$ cat src/rtl/vt_parser_pkg.sv
// Shared types and byte constants for the VT sequence parser.
// UTF8_CONT exists only when VT_PARSER_UTF8_EN is defined.
package vt_parser_pkg;

  typedef enum logic [1:0] {
    PRINT = 2'd0,
    C0    = 2'd1,
    ESC   = 2'd2,
    CSI   = 2'd3
  } CmdKind_t;

`ifdef VT_PARSER_UTF8_EN
  typedef enum logic [2:0] {
    GROUND, ESCAPE, CSI_ENTRY, CSI_PARAM, CSI_INTER, CSI_IGNORE, UTF8_CONT
  } ParserState_t;
`else
  typedef enum logic [2:0] {
    GROUND, ESCAPE, CSI_ENTRY, CSI_PARAM, CSI_INTER, CSI_IGNORE
  } ParserState_t;
`endif

  localparam logic [7:0]  CH_ESC         = 8'h1B;
  localparam logic [7:0]  CH_CAN         = 8'h18;
  localparam logic [7:0]  CH_SUB         = 8'h1A;
  localparam logic [7:0]  CH_DEL         = 8'h7F;
  localparam logic [20:0] CP_REPLACEMENT = 21'h00FFFD;

  function automatic logic isFinal(input logic [7:0] b);
    return (b >= 8'h40) && (b <= 8'h7E);
  endfunction

endpackage

$ cat src/rtl/vt_param_accum.sv
// Saturating decimal accumulator for one CSI parameter field.
// Result is registered; clear takes priority over a digit in the same cycle.
module vt_param_accum #(
  parameter int PARAM_W = 8
) (
  input  logic               clk,
  input  logic               rst,
  input  logic               clear,
  input  logic               digitEn,
  input  logic [3:0]         digit,
  output logic [PARAM_W-1:0] value,
  output logic               hasDigit,
  output logic               saturated
);

  localparam logic [PARAM_W+3:0] MAX_VAL = {4'b0, {PARAM_W{1'b1}}};

  logic [PARAM_W+3:0] product;

  // value*10 + digit never exceeds 16*2^PARAM_W, so four guard bits suffice
  always_comb begin
    product = ({4'b0, value} << 3) + ({4'b0, value} << 1) + {{PARAM_W{1'b0}}, digit};
  end

  always_ff @(posedge clk) begin
    if (rst || clear) begin
      value     <= '0;
      hasDigit  <= 1'b0;
      saturated <= 1'b0;
    end else if (digitEn) begin
      hasDigit <= 1'b1;
      if (saturated || (product > MAX_VAL)) begin
        value     <= '1;
        saturated <= 1'b1;
      end else begin
        value <= product[PARAM_W-1:0];
      end
    end
  end

endmodule

$ cat src/rtl/vt_sequence_parser.sv
// VT100/ANSI byte-stream parser: one byte per cycle, command registered the cycle after; stalls input while a command waits.
// Define VT_PARSER_UTF8_EN to decode UTF-8 into codepoints instead of passing high bytes through.
module vt_sequence_parser
  import vt_parser_pkg::*;
#(
  parameter int MAX_PARAMS = 16,
  parameter int PARAM_W    = 8
) (
  input  logic                            clk,
  input  logic                            rst,
  input  logic                            in_valid,
  input  logic [7:0]                      in_data,
  output logic                            in_ready,
  output logic                            cmd_valid,
  input  logic                            cmd_ready,
  output logic [1:0]                      cmd_kind,
  output logic [20:0]                     cmd_code,
  output logic                            cmd_private,
  output logic [7:0]                      cmd_inter,
  output logic [$clog2(MAX_PARAMS+1)-1:0] cmd_nparams,
  output logic [MAX_PARAMS*PARAM_W-1:0]   cmd_params,
  output logic [MAX_PARAMS-1:0]           cmd_defmask,
  output logic                            cmd_overflow
);

  localparam int CNT_W = $clog2(MAX_PARAMS+1);

  typedef logic [MAX_PARAMS-1:0][PARAM_W-1:0] ParamArr_t;

  ParserState_t state, nState;
  ParamArr_t params, nParams;
  logic [MAX_PARAMS-1:0] defmask, nDefmask;
  logic [CNT_W-1:0] fieldCnt, nFieldCnt;
  logic anyParam, nAnyParam, seqOvf, nSeqOvf, privFlag, nPrivFlag;
  logic [7:0] inter, nInter;

  logic cmdValid;
  CmdKind_t cmdKind;
  logic [20:0] cmdCode;
  logic cmdPriv, cmdOvf;
  logic [7:0] cmdInter;
  logic [CNT_W-1:0] cmdNparams;
  ParamArr_t cmdParams;
  logic [MAX_PARAMS-1:0] cmdDefmask;

  logic emitVld, emitPriv, emitOvf;
  CmdKind_t emitKind;
  logic [20:0] emitCode;
  logic [7:0] emitInter;
  logic [CNT_W-1:0] emitNparams;
  ParamArr_t emitParams;
  logic [MAX_PARAMS-1:0] emitDefmask;

  logic accClear, accDigit, accHasDigit, accSat;
  logic [PARAM_W-1:0] accValue;
  logic doClose, emitCsi, clearSeq;

  logic slotFree, take;
  logic [7:0] byteIn;

  assign slotFree = !cmdValid || cmd_ready;

`ifdef VT_PARSER_UTF8_EN
  logic [14:0] utfCp, nUtfCp;
  logic [1:0] utfLeft, nUtfLeft;
  logic replayVld, nReplayVld;
  logic [7:0] replayByte, nReplayByte;

  // A byte rejected inside a UTF-8 sequence is replayed from GROUND before new input
  assign byteIn   = replayVld ? replayByte : in_data;
  assign take     = slotFree && (replayVld || in_valid);
  assign in_ready = slotFree && !replayVld;
`else
  assign byteIn   = in_data;
  assign take     = slotFree && in_valid;
  assign in_ready = slotFree;
`endif

  vt_param_accum #(.PARAM_W(PARAM_W)) uAccum (
    .clk      (clk),
    .rst      (rst),
    .clear    (accClear),
    .digitEn  (accDigit),
    .digit    (byteIn[3:0]),
    .value    (accValue),
    .hasDigit (accHasDigit),
    .saturated(accSat)
  );

  always_comb begin
    nState      = state;
    nParams     = params;
    nDefmask    = defmask;
    nFieldCnt   = fieldCnt;
    nAnyParam   = anyParam;
    nSeqOvf     = seqOvf;
    nPrivFlag   = privFlag;
    nInter      = inter;
    emitVld     = 1'b0;
    emitKind    = PRINT;
    emitCode    = '0;
    emitPriv    = 1'b0;
    emitInter   = '0;
    emitNparams = '0;
    emitParams  = '0;
    emitDefmask = '0;
    emitOvf     = 1'b0;
    accClear    = 1'b0;
    accDigit    = 1'b0;
    doClose     = 1'b0;
    emitCsi     = 1'b0;
    clearSeq    = 1'b0;
`ifdef VT_PARSER_UTF8_EN
    nUtfCp      = utfCp;
    nUtfLeft    = utfLeft;
    nReplayVld  = take ? 1'b0 : replayVld;
    nReplayByte = replayByte;
`endif

    if (take) begin
`ifdef VT_PARSER_UTF8_EN
      if (state == UTF8_CONT) begin
        if (byteIn[7:6] == 2'b10) begin
          nUtfCp   = {utfCp[8:0], byteIn[5:0]};
          nUtfLeft = utfLeft - 2'd1;
          if (utfLeft == 2'd1) begin
            emitVld  = 1'b1;
            emitCode = {utfCp, byteIn[5:0]};
            nState   = GROUND;
          end
        end else begin
          emitVld     = 1'b1;
          emitCode    = CP_REPLACEMENT;
          nState      = GROUND;
          nReplayVld  = 1'b1;
          nReplayByte = byteIn;
        end
      end else
`endif
      if ((byteIn == CH_CAN) || (byteIn == CH_SUB)) begin
        nState   = GROUND;
        clearSeq = 1'b1;
      end else if (byteIn == CH_ESC) begin
        nState   = ESCAPE;
        clearSeq = 1'b1;
      end else if (byteIn == CH_DEL) begin
        nState = state;
      end else if (byteIn < 8'h20) begin
        // Embedded controls execute immediately and leave the sequence intact
        emitVld  = 1'b1;
        emitKind = C0;
        emitCode = {13'b0, byteIn};
      end else begin
        case (state)
          GROUND: begin
            if (byteIn < 8'h80) begin
              emitVld  = 1'b1;
              emitCode = {13'b0, byteIn};
            end else begin
`ifdef VT_PARSER_UTF8_EN
              if ((byteIn >= 8'hC2) && (byteIn <= 8'hDF)) begin
                nUtfCp   = {10'b0, byteIn[4:0]};
                nUtfLeft = 2'd1;
                nState   = UTF8_CONT;
              end else if ((byteIn >= 8'hE0) && (byteIn <= 8'hEF)) begin
                nUtfCp   = {11'b0, byteIn[3:0]};
                nUtfLeft = 2'd2;
                nState   = UTF8_CONT;
              end else if ((byteIn >= 8'hF0) && (byteIn <= 8'hF4)) begin
                nUtfCp   = {12'b0, byteIn[2:0]};
                nUtfLeft = 2'd3;
                nState   = UTF8_CONT;
              end else begin
                emitVld  = 1'b1;
                emitCode = CP_REPLACEMENT;
              end
`else
              emitVld  = 1'b1;
              emitCode = {13'b0, byteIn};
`endif
            end
          end
          ESCAPE: begin
            if (byteIn == 8'h5B) begin
              nState = CSI_ENTRY;
              nInter = '0;
            end else if (byteIn < 8'h30) begin
              nInter = byteIn;
            end else if (byteIn < 8'h7F) begin
              emitVld   = 1'b1;
              emitKind  = ESC;
              emitCode  = {13'b0, byteIn};
              emitInter = inter;
              nState    = GROUND;
              clearSeq  = 1'b1;
            end
          end
          CSI_ENTRY, CSI_PARAM: begin
            if (byteIn inside {[8'h30:8'h39]}) begin
              accDigit  = 1'b1;
              nAnyParam = 1'b1;
              nState    = CSI_PARAM;
            end else if (byteIn == 8'h3B) begin
              doClose   = 1'b1;
              nAnyParam = 1'b1;
              nState    = CSI_PARAM;
            end else if (byteIn inside {[8'h3C:8'h3F]}) begin
              if (state == CSI_ENTRY) begin
                nPrivFlag = 1'b1;
                nState    = CSI_PARAM;
              end else begin
                nState = CSI_IGNORE;
              end
            end else if (byteIn == 8'h3A) begin
              nState = CSI_IGNORE;
            end else if (byteIn < 8'h30) begin
              nInter = byteIn;
              nState = CSI_INTER;
            end else if (isFinal(byteIn)) begin
              emitCsi = 1'b1;
            end
          end
          CSI_INTER: begin
            if (byteIn < 8'h30) begin
              nInter = byteIn;
            end else if (byteIn < 8'h40) begin
              nState = CSI_IGNORE;
            end else if (isFinal(byteIn)) begin
              emitCsi = 1'b1;
            end
          end
          CSI_IGNORE: begin
            if (isFinal(byteIn)) begin
              nState   = GROUND;
              clearSeq = 1'b1;
            end
          end
          default: nState = GROUND;
        endcase
      end
    end

    // The final byte closes the last field only if the sequence had parameter characters
    if (emitCsi && anyParam) doClose = 1'b1;

    if (doClose) begin
      for (int i = 0; i < MAX_PARAMS; i++) begin
        if (fieldCnt == CNT_W'(i)) begin
          nParams[i]  = accHasDigit ? accValue : '0;
          nDefmask[i] = !accHasDigit;
        end
      end
      if (fieldCnt < CNT_W'(MAX_PARAMS)) nFieldCnt = fieldCnt + 1'b1;
      else                               nSeqOvf   = 1'b1;
      if (accSat) nSeqOvf = 1'b1;
      accClear = 1'b1;
    end

    if (emitCsi) begin
      emitVld     = 1'b1;
      emitKind    = CSI;
      emitCode    = {13'b0, byteIn};
      emitPriv    = privFlag;
      emitInter   = inter;
      emitNparams = anyParam ? nFieldCnt : '0;
      emitParams  = nParams;
      emitDefmask = nDefmask;
      emitOvf     = nSeqOvf;
      nState      = GROUND;
      clearSeq    = 1'b1;
    end

    if (clearSeq) begin
      nParams   = '0;
      nDefmask  = '0;
      nFieldCnt = '0;
      nAnyParam = 1'b0;
      nSeqOvf   = 1'b0;
      nPrivFlag = 1'b0;
      nInter    = '0;
      accClear  = 1'b1;
    end
  end

  always_ff @(posedge clk) begin
    if (rst) begin
      state      <= GROUND;
      params     <= '0;
      defmask    <= '0;
      fieldCnt   <= '0;
      anyParam   <= 1'b0;
      seqOvf     <= 1'b0;
      privFlag   <= 1'b0;
      inter      <= '0;
      cmdValid   <= 1'b0;
      cmdKind    <= PRINT;
      cmdCode    <= '0;
      cmdPriv    <= 1'b0;
      cmdInter   <= '0;
      cmdNparams <= '0;
      cmdParams  <= '0;
      cmdDefmask <= '0;
      cmdOvf     <= 1'b0;
    end else begin
      state    <= nState;
      params   <= nParams;
      defmask  <= nDefmask;
      fieldCnt <= nFieldCnt;
      anyParam <= nAnyParam;
      seqOvf   <= nSeqOvf;
      privFlag <= nPrivFlag;
      inter    <= nInter;
      if (emitVld) begin
        cmdValid   <= 1'b1;
        cmdKind    <= emitKind;
        cmdCode    <= emitCode;
        cmdPriv    <= emitPriv;
        cmdInter   <= emitInter;
        cmdNparams <= emitNparams;
        cmdParams  <= emitParams;
        cmdDefmask <= emitDefmask;
        cmdOvf     <= emitOvf;
      end else if (cmd_ready) begin
        cmdValid <= 1'b0;
      end
    end
  end

`ifdef VT_PARSER_UTF8_EN
  always_ff @(posedge clk) begin
    if (rst) begin
      utfCp      <= '0;
      utfLeft    <= '0;
      replayVld  <= 1'b0;
      replayByte <= '0;
    end else begin
      utfCp      <= nUtfCp;
      utfLeft    <= nUtfLeft;
      replayVld  <= nReplayVld;
      replayByte <= nReplayByte;
    end
  end
`endif

  assign cmd_valid    = cmdValid;
  assign cmd_kind     = cmdKind;
  assign cmd_code     = cmdCode;
  assign cmd_private  = cmdPriv;
  assign cmd_inter    = cmdInter;
  assign cmd_nparams  = cmdNparams;
  assign cmd_params   = cmdParams;
  assign cmd_defmask  = cmdDefmask;
  assign cmd_overflow = cmdOvf;

endmodule

$ cat config.mk
export PLATFORM = sky130hd
export DESIGN_NAME = vt_sequence_parser
export DESIGN_NICKNAME = d
export VERILOG_FILES = /design/src/rtl/vt_parser_pkg.sv /design/src/rtl/vt_param_accum.sv /design/src/rtl/vt_sequence_parser.sv
export SDC_FILE = /design/constraint.sdc
export NUM_CORES = 1
export LEC_CHECK = 0
export ABC_AREA = 1
export CAP_MARGIN = 20
export CORE_MARGIN = 3
export CORE_UTILIZATION = 60
export CTS_BUF_LIST = sky130_fd_sc_hd__clkbuf_4
export DETAILED_ROUTE_END_ITERATION = 8
export PLACE_DENSITY = 0.84
export RECOVER_POWER = 100
export SLEW_MARGIN = 20
export SYNTH_ARGS = -nofsm -noshare
export SYNTH_HDL_FRONTEND = slang
export SYNTH_HIERARCHICAL = 1
export SYNTH_SLANG_ARGS = --single-unit
export TNS_END_PERCENT = 10
$ cat constraint.sdc
create_clock -name clk -period 3.75 [get_ports clk]
set_input_delay 0.5625 -clock clk [delete_from_list [all_inputs] [get_ports clk]]
set_output_delay 0.5625 -clock clk [all_outputs]
set_load 0.05 [all_outputs]
# Word level (Yosys, flattened, before mapping)

Index checks and enable logic that the tools add are counted.

Output and inout port bits: 184
Logic and storage cells: 289
Input port bits: 12
Register bits after elaboration: 356

Bitwise logic cells: 6
Add/subtract/negate cells: 3
Magnitude comparators: 12
Multiplexer cells: 154
Reduce and logical (&&, ||, !) cells: 24
Equality and inequality tests: 40

Operator list:

| kind                | number |
|---|---|
| $mux 8              | 42 |
| $mux 128            | 2 |
| $mux 1              | 71 |
| $mux 3              | 16 |
| $eq 5x4->1 const B  | 8 |
| $mux 16             | 2 |
| $reduce_and 10->1   | 3 |
| $eq 8x5->1 const B  | 3 |
| $pmux 8 s3          | 1 |
| $mux 21             | 1 |
| $eq 5x3->1 const B  | 4 |
| $mux 2              | 10 |
| $mux 5              | 4 |
| $eq 8x6->1 const B  | 2 |
| $eq 8x7->1 const B  | 2 |
| $ge 8x6->1 const B  | 2 |
| $le 8x6->1 const B  | 2 |
| $lt 8x6->1 const B  | 2 |
| $lt 8x7->1 const B  | 2 |
| $pmux 8 s2          | 1 |
| $pmux 3 s5          | 1 |
| $add 11x9->12       | 1 |
| $add 12x4->12       | 1 |
| $gt 12x8->1 const B | 1 |
| other kinds (26)    | 55 |

# Logic depth before layout (Yosys ltp)

Word-level depth: 19
Gate-level depth with buffers: 15
Gate-level depth less buffers: 15

# Cells and area by module

The synthesis kept the hierarchy.

Modules (own cells, without submodules):

| module             | area an instance (sq um) | times used | cells each |
|---|---|---|---|
| vt_sequence_parser | 16,131.7                 | 1          | 2,311 |
| vt_param_accum     | 1,036.0                  | 1          | 156 |

# Worst setup path after synthesis

Ideal clock, no wire load.

Path type: input-to-reg
From: in in_data[3]
To: reg uAccum.value[7]
Arrival time: 2.283 ns
Library setup time: 0.109 ns
Setup slack: 1.359 ns
Stages: 13
Buffers on the path: 0
Path through: fa_1 -> inv_1 -> fa_1 -> inv_1 -> nand2_1 -> nand2_1 -> nand3_1 -> nand3_1 -> nand2_2 -> nor2_4 -> nand3_1 -> nand2_1 -> inv_1

Longest elaborated chain between the ends: 19

RTL lines:

| what                                     | line                                                                            | source |
|---|---|---|
| start: declaration                       | vt_sequence_parser.sv:12                                                        | `input logic [7:0] in_data,` |
| $ge 8x7->1 or $le 8x7->1 (tied branches) | vt_parser_pkg.sv:29                                                             | `return (b >= 8'h40) && (b <= 8'h7E);` |
| $logic_and 1x1->1                        | vt_parser_pkg.sv:29                                                             |  |
| $mux 1                                   | vt_sequence_parser.sv:219, vt_sequence_parser.sv:228, vt_sequence_parser.sv:233 |  |
| $mux 1                                   | vt_sequence_parser.sv:216                                                       | `end else if (byteIn < 8'h30) begin` |
| $mux 1                                   | vt_sequence_parser.sv:214                                                       | `end else if (byteIn == 8'h3A) begin` |
| $mux 1                                   | vt_sequence_parser.sv:207                                                       | `end else if (byteIn inside {[8'h3C:8'h3F]}) begin` |
| $mux 1                                   | vt_sequence_parser.sv:203                                                       | `end else if (byteIn == 8'h3B) begin` |
| $mux 1                                   | vt_sequence_parser.sv:199                                                       | `if (byteIn inside {[8'h30:8'h39]}) begin` |
| [3 not listed]                           | n/a                                                                             |  |
| $mux 1                                   | vt_sequence_parser.sv:143                                                       | `end else if (byteIn == CH_ESC) begin` |
| $mux 1                                   | vt_sequence_parser.sv:140                                                       | `if ((byteIn == CH_CAN) \|\| (byteIn == CH_SUB)) begin` |
| $mux 1                                   | vt_sequence_parser.sv:120                                                       | `if (take) begin` |
| $logic_and 1x1->1                        | vt_sequence_parser.sv:244                                                       | `if (emitCsi && anyParam) doClose = 1'b1;` |
| $mux 1                                   | vt_sequence_parser.sv:244                                                       |  |
| $mux 1                                   | vt_sequence_parser.sv:246                                                       | `if (doClose) begin` |
| $mux 1                                   | vt_sequence_parser.sv:273                                                       | `if (clearSeq) begin` |
| $logic_or 1x1->1                         | vt_param_accum.sv:26                                                            | `if (rst \|\| clear) begin` |
| end signal: assignment                   | vt_param_accum.sv:36                                                            | `value <= product[PARAM_W-1:0];` |
| end: declaration                         | vt_param_accum.sv:11                                                            | `output logic [PARAM_W-1:0] value,` |

Parallel ways exist; a longest one is shown, timed or not.
A chain may end at the register's enable or synchronous reset.

# Worst setup path after layout

From: in in_data[2]
To: reg cmdParams (netlist bit cmd_params[88])

Longest elaborated chain between the ends: 18

RTL lines:

| what                                     | line                                                 | source |
|---|---|---|
| $ge 8x7->1 or $le 8x7->1 (tied branches) | vt_parser_pkg.sv:29                                  |  |
| $logic_and 1x1->1                        | vt_parser_pkg.sv:29                                  |  |
| $mux 1                                   | vt_sequence_parser.sv:219, vt_sequence_parser.sv:228 |  |
| $mux 1                                   | vt_sequence_parser.sv:216                            |  |
| $mux 1                                   | vt_sequence_parser.sv:214                            |  |
| $mux 1                                   | vt_sequence_parser.sv:207                            |  |
| $mux 1                                   | vt_sequence_parser.sv:203                            |  |
| $mux 1                                   | vt_sequence_parser.sv:199                            |  |
| [2 not listed]                           | n/a                                                  |  |
| $mux 1                                   | vt_sequence_parser.sv:146                            | `end else if (byteIn == CH_DEL) begin` |
| $mux 1                                   | vt_sequence_parser.sv:143                            |  |
| $mux 1                                   | vt_sequence_parser.sv:140                            |  |
| $mux 1                                   | vt_sequence_parser.sv:120                            |  |
| $logic_and 1x1->1                        | vt_sequence_parser.sv:244                            |  |
| $mux 1                                   | vt_sequence_parser.sv:244                            |  |
| $mux 128                                 | vt_sequence_parser.sv:246                            |  |
| $mux 128                                 | vt_sequence_parser.sv:259                            | `if (emitCsi) begin` |
| end signal: assignment                   | vt_sequence_parser.sv:320                            | `cmdParams <= emitParams;` |
| end: declaration                         | vt_sequence_parser.sv:43                             | `ParamArr_t cmdParams;` |

Parallel ways exist; a longest one is shown, timed or not.

==> flow_summary.yaml <==
clock_network:
  cts_max_level: 3
  cts_hold_buf: 0
  cts_made_buffers: 88
  cts_root_buffer: "clkbuf_4"
  cts_setup_buffers: 0
  clock_path_buffers: 3
  cts_sinks: 343
  worstSkewPairLatency_ps: 730
  cts_tree: "built"
  clkTransAtPathRegs_ps: 70
  cts_resized: 0
detailed_routing:
  drtIter0Drc: 1402
  vias: 16200
  routed_wl_um: 45300
  ant_nets: 0
  detail_route.first_pass.iterations: 6
  drc_errors: 0
  viasPerCell: 5.33
  wl_per_cell_um: 14.9
synth:
  synth-edff-count: 0
  synth.yosys.seq_area_share_pct: 40.0
  yosysWarnings: 6
  synth-main-ff-cell: "dfxtp_1"
  synth_cell_type_count: 40
  synth_seq_cells: 343
  synthArstFlopShare_pct: 0
  syn_area_per_cell_um2: 6.96
  synthCells: 2467
  syn_area_um2: 17200
floorplanning:
  row_count: 61
  start_util_pct: 61.3
  dieArea_um2: 30700
  die_h_um: 175
  ios: 196
  die_w_um: 175
  core_um2: 28000
cells_and_area:
  multi_input_comb_area_um2: 8010
  drive_above_1_share_pct: 7.46
  nNetsFinal: 2642
  nFillCells: 2242
  seq_area_um2: 6870
  final_util_pct: 71.1
  syn2layout_area_growth_pct: 16.1
  stdcell_count: 3047
critical_path:
  rrSetupSlack_ps: 770
  worstPathRequired_ps: 4390
  r2r-end: "cmd_params[51]"
  rr_startpoint: "state[1]"
  cp-end-kind: "flop"
  r2r_cells: 12
  cp_data_arrival_time_ps: 3720
  critPathLaunchType: "input port"
  criticalPathCategory: "in2reg"
  crit_fanout: 70
sta:
  slew_viol_final: 0
  final_hold_viol_count: 0
  fin_skew_ps: 42.4
  tightest_slew_ps: 1080
  min_period_over_period_pct: 82.3
  fin_crit_ps: 3090
  setup_violations: 0
  relSlewSlack_pct: 27.9
  fin_setup_tns_ps: 0
  rsz0062_at_grt: "false"
  fmax_ghz: 0.324
  hold_slack_ps: 255
grt:
  antenna_found_initial: 1
  grt_max_degree: 152
  grt.total_usage_pct: 28.6
  grt_pass1_vias: 15500
  overflow: 0
  grt_pass1_wl_um: 73800
pwr:
  power_density_nw_per_um2: 362
  irDropWorstVdd_mv: 0.291
  leakage_nw: 10.7
hold_path:
  holdPathEnd: "cmd_kind[1]"
  min_path_cells: 2
  hp-start: "rst"
  hp-class: "in2reg"
placement:
  routabilityCongestion: 0.874
  dpl.hpwl_um: 28700
  portBuffers: 182
  dp.cells: 2897
outcome:
  status: "completed"
run:
  maxCapViolCount: 0
[kinds of logic after synthesis]
group                    share of synthesized area [%]
AND/OR/NAND/NOR                                   29.5
buffers and inverters                             13.7
other                                           0.0218
adder cells (fa/ha/maj)                           1.62
AO/OA/AOI/OAI                                     6.62
XOR/XNOR                                         0.153
multiplexers                                      8.40
flip-flops                                        40.0
[area by class of cell]
cell class	instances	area share (%)
inverters	384	7.25
clock buffers	131	4.94
repair buffers	201	10.2
multi-input cells	1591	40.2
diodes	2	0.0251
well taps	378	2.37
clock inverters	17	0.540
flip-flops and latches	343	34.5
[metal layers]
metal	GRT usage, %	share of wire (%)	vias up
met5	0	0	-
met2	48.7	48	634
met1	35.9	42	7470
met3	5.52	7.4	113
li1	-	-	8019
met4	10.9	2.9	0
[report_power, final]
part | internal (W) | leakage (nW) | switching (W) | total [W]
clock | 0.00166 | 0.647 | 0.00151 | 0.00317
sequential | 0.00366 | 2.76 | 0.00000896 | 0.00366
combinational | 0.0000780 | 7.27 | 0.000301 | 0.000379
[per-stage QoR]
| step | setup slack, ps | instance area (µm²) | total power (W) |
|---|---|---|---|
| after global placement | 506 | 18900 | 0.00413 |
| after floorplan | 1360 | 17200 | 0.00406 |
| after CTS | 1060 | 20000 | 0.00727 |
| after global routing | 491 | 19900 | 0.00751 |
| after detailed placement | 489 | 18900 | 0.00414 |
| final | 663 | 19900 | 0.00721 |
[sequential cells by signal (all words and copies together) (netlist names), 2 cells and up]
name and cells:
cmd_params 128, params 128, cmd_defmask 16, defmask 16, cmd_code 8, cmd_inter 8
inter 8, uAccum/value 8, cmd_nparams 5, fieldCnt 5, state 3, cmd_kind 2
[cell usage in the layout, fill, tap and decap left out, types with 2 or more instances in the layout]
cell / count
conb_1: 13
nor2_2: 3
a21oi_1: 187
dlygate4sd3_1: 172
dfxtp_1: 343
nor3_1: 4
nand2_1: 591
buf_4: 9
buf_12: 6
clkinv_1: 14
inv_1: 372
nor2_1: 234
nand2_2: 8
a21oi_4: 2
o21ai_0: 23
nand3_1: 325
mux2i_1: 144
clkbuf_4: 132
fa_1: 2
clkinvlp_4: 2
ha_1: 19
o21ai_2: 2
nor2_4: 3
clkdlybuf4s50_1: 9
nand2_8: 2
diode_2: 2
or2_2: 3
inv_2: 9
nand3_2: 3
xnor2_1: 2
nand4_1: 8
clkbuf_2: 3
or2_4: 2
[worst max-delay path by stage]
| stage | start | endpoint | slack (ps) | cells after the start |
|---|---|---|---|---|
| floorplan | in_data[3] | uAccum/value[7] | 1360 | 13 |
| global placement | in_data[2] | params[83] | 510 | 13 |
| detailed placement | in_data[3] | uAccum/value[1] | 490 | 14 |
| CTS | cmd_valid | in_ready | 1060 | 4 |
| global route | in_data[2] | cmd_params[121] | 490 | 13 |
| finish | in_data[2] | cmd_params[88] | 660 | 13 |
[synthesized netlist by cell type (4+ instances only)]
| cell type | count | area (µm²) |
|---|---|---|
| a21oi_1 | 187 | 936 |
| buf_2 | 72 | 360 |
| buf_4 | 33 | 248 |
| buf_6 | 12 | 135 |
| clkbuf_1 | 41 | 154 |
| dfxtp_1 | 343 | 6870 |
| ha_1 | 19 | 238 |
| inv_1 | 372 | 1400 |
| inv_2 | 9 | 33.8 |
| mux2i_1 | 144 | 1440 |
| nand2_1 | 588 | 2210 |
| nand2_2 | 13 | 81.3 |
| nand3_1 | 323 | 1620 |
| nand3_2 | 5 | 50.1 |
| nand4_1 | 8 | 50.1 |
| nor2_1 | 233 | 875 |
| nor2_2 | 4 | 25.0 |
| nor3_1 | 4 | 20.0 |
| o21ai_0 | 22 | 110 |
[critical path: stages]
cell,delay (ps)
dlygate4sd3_1,660
inv_1,100
nand2_1,120
nor2_1,100
nand2_1,140
clkinv_1,100
nand3_1,210
buf_12,340
clkbuf_2,770
nand3_1,190
nand2_1,150
nand2_1,90
a21oi_1,150
(Power assumes the default switching activity.)
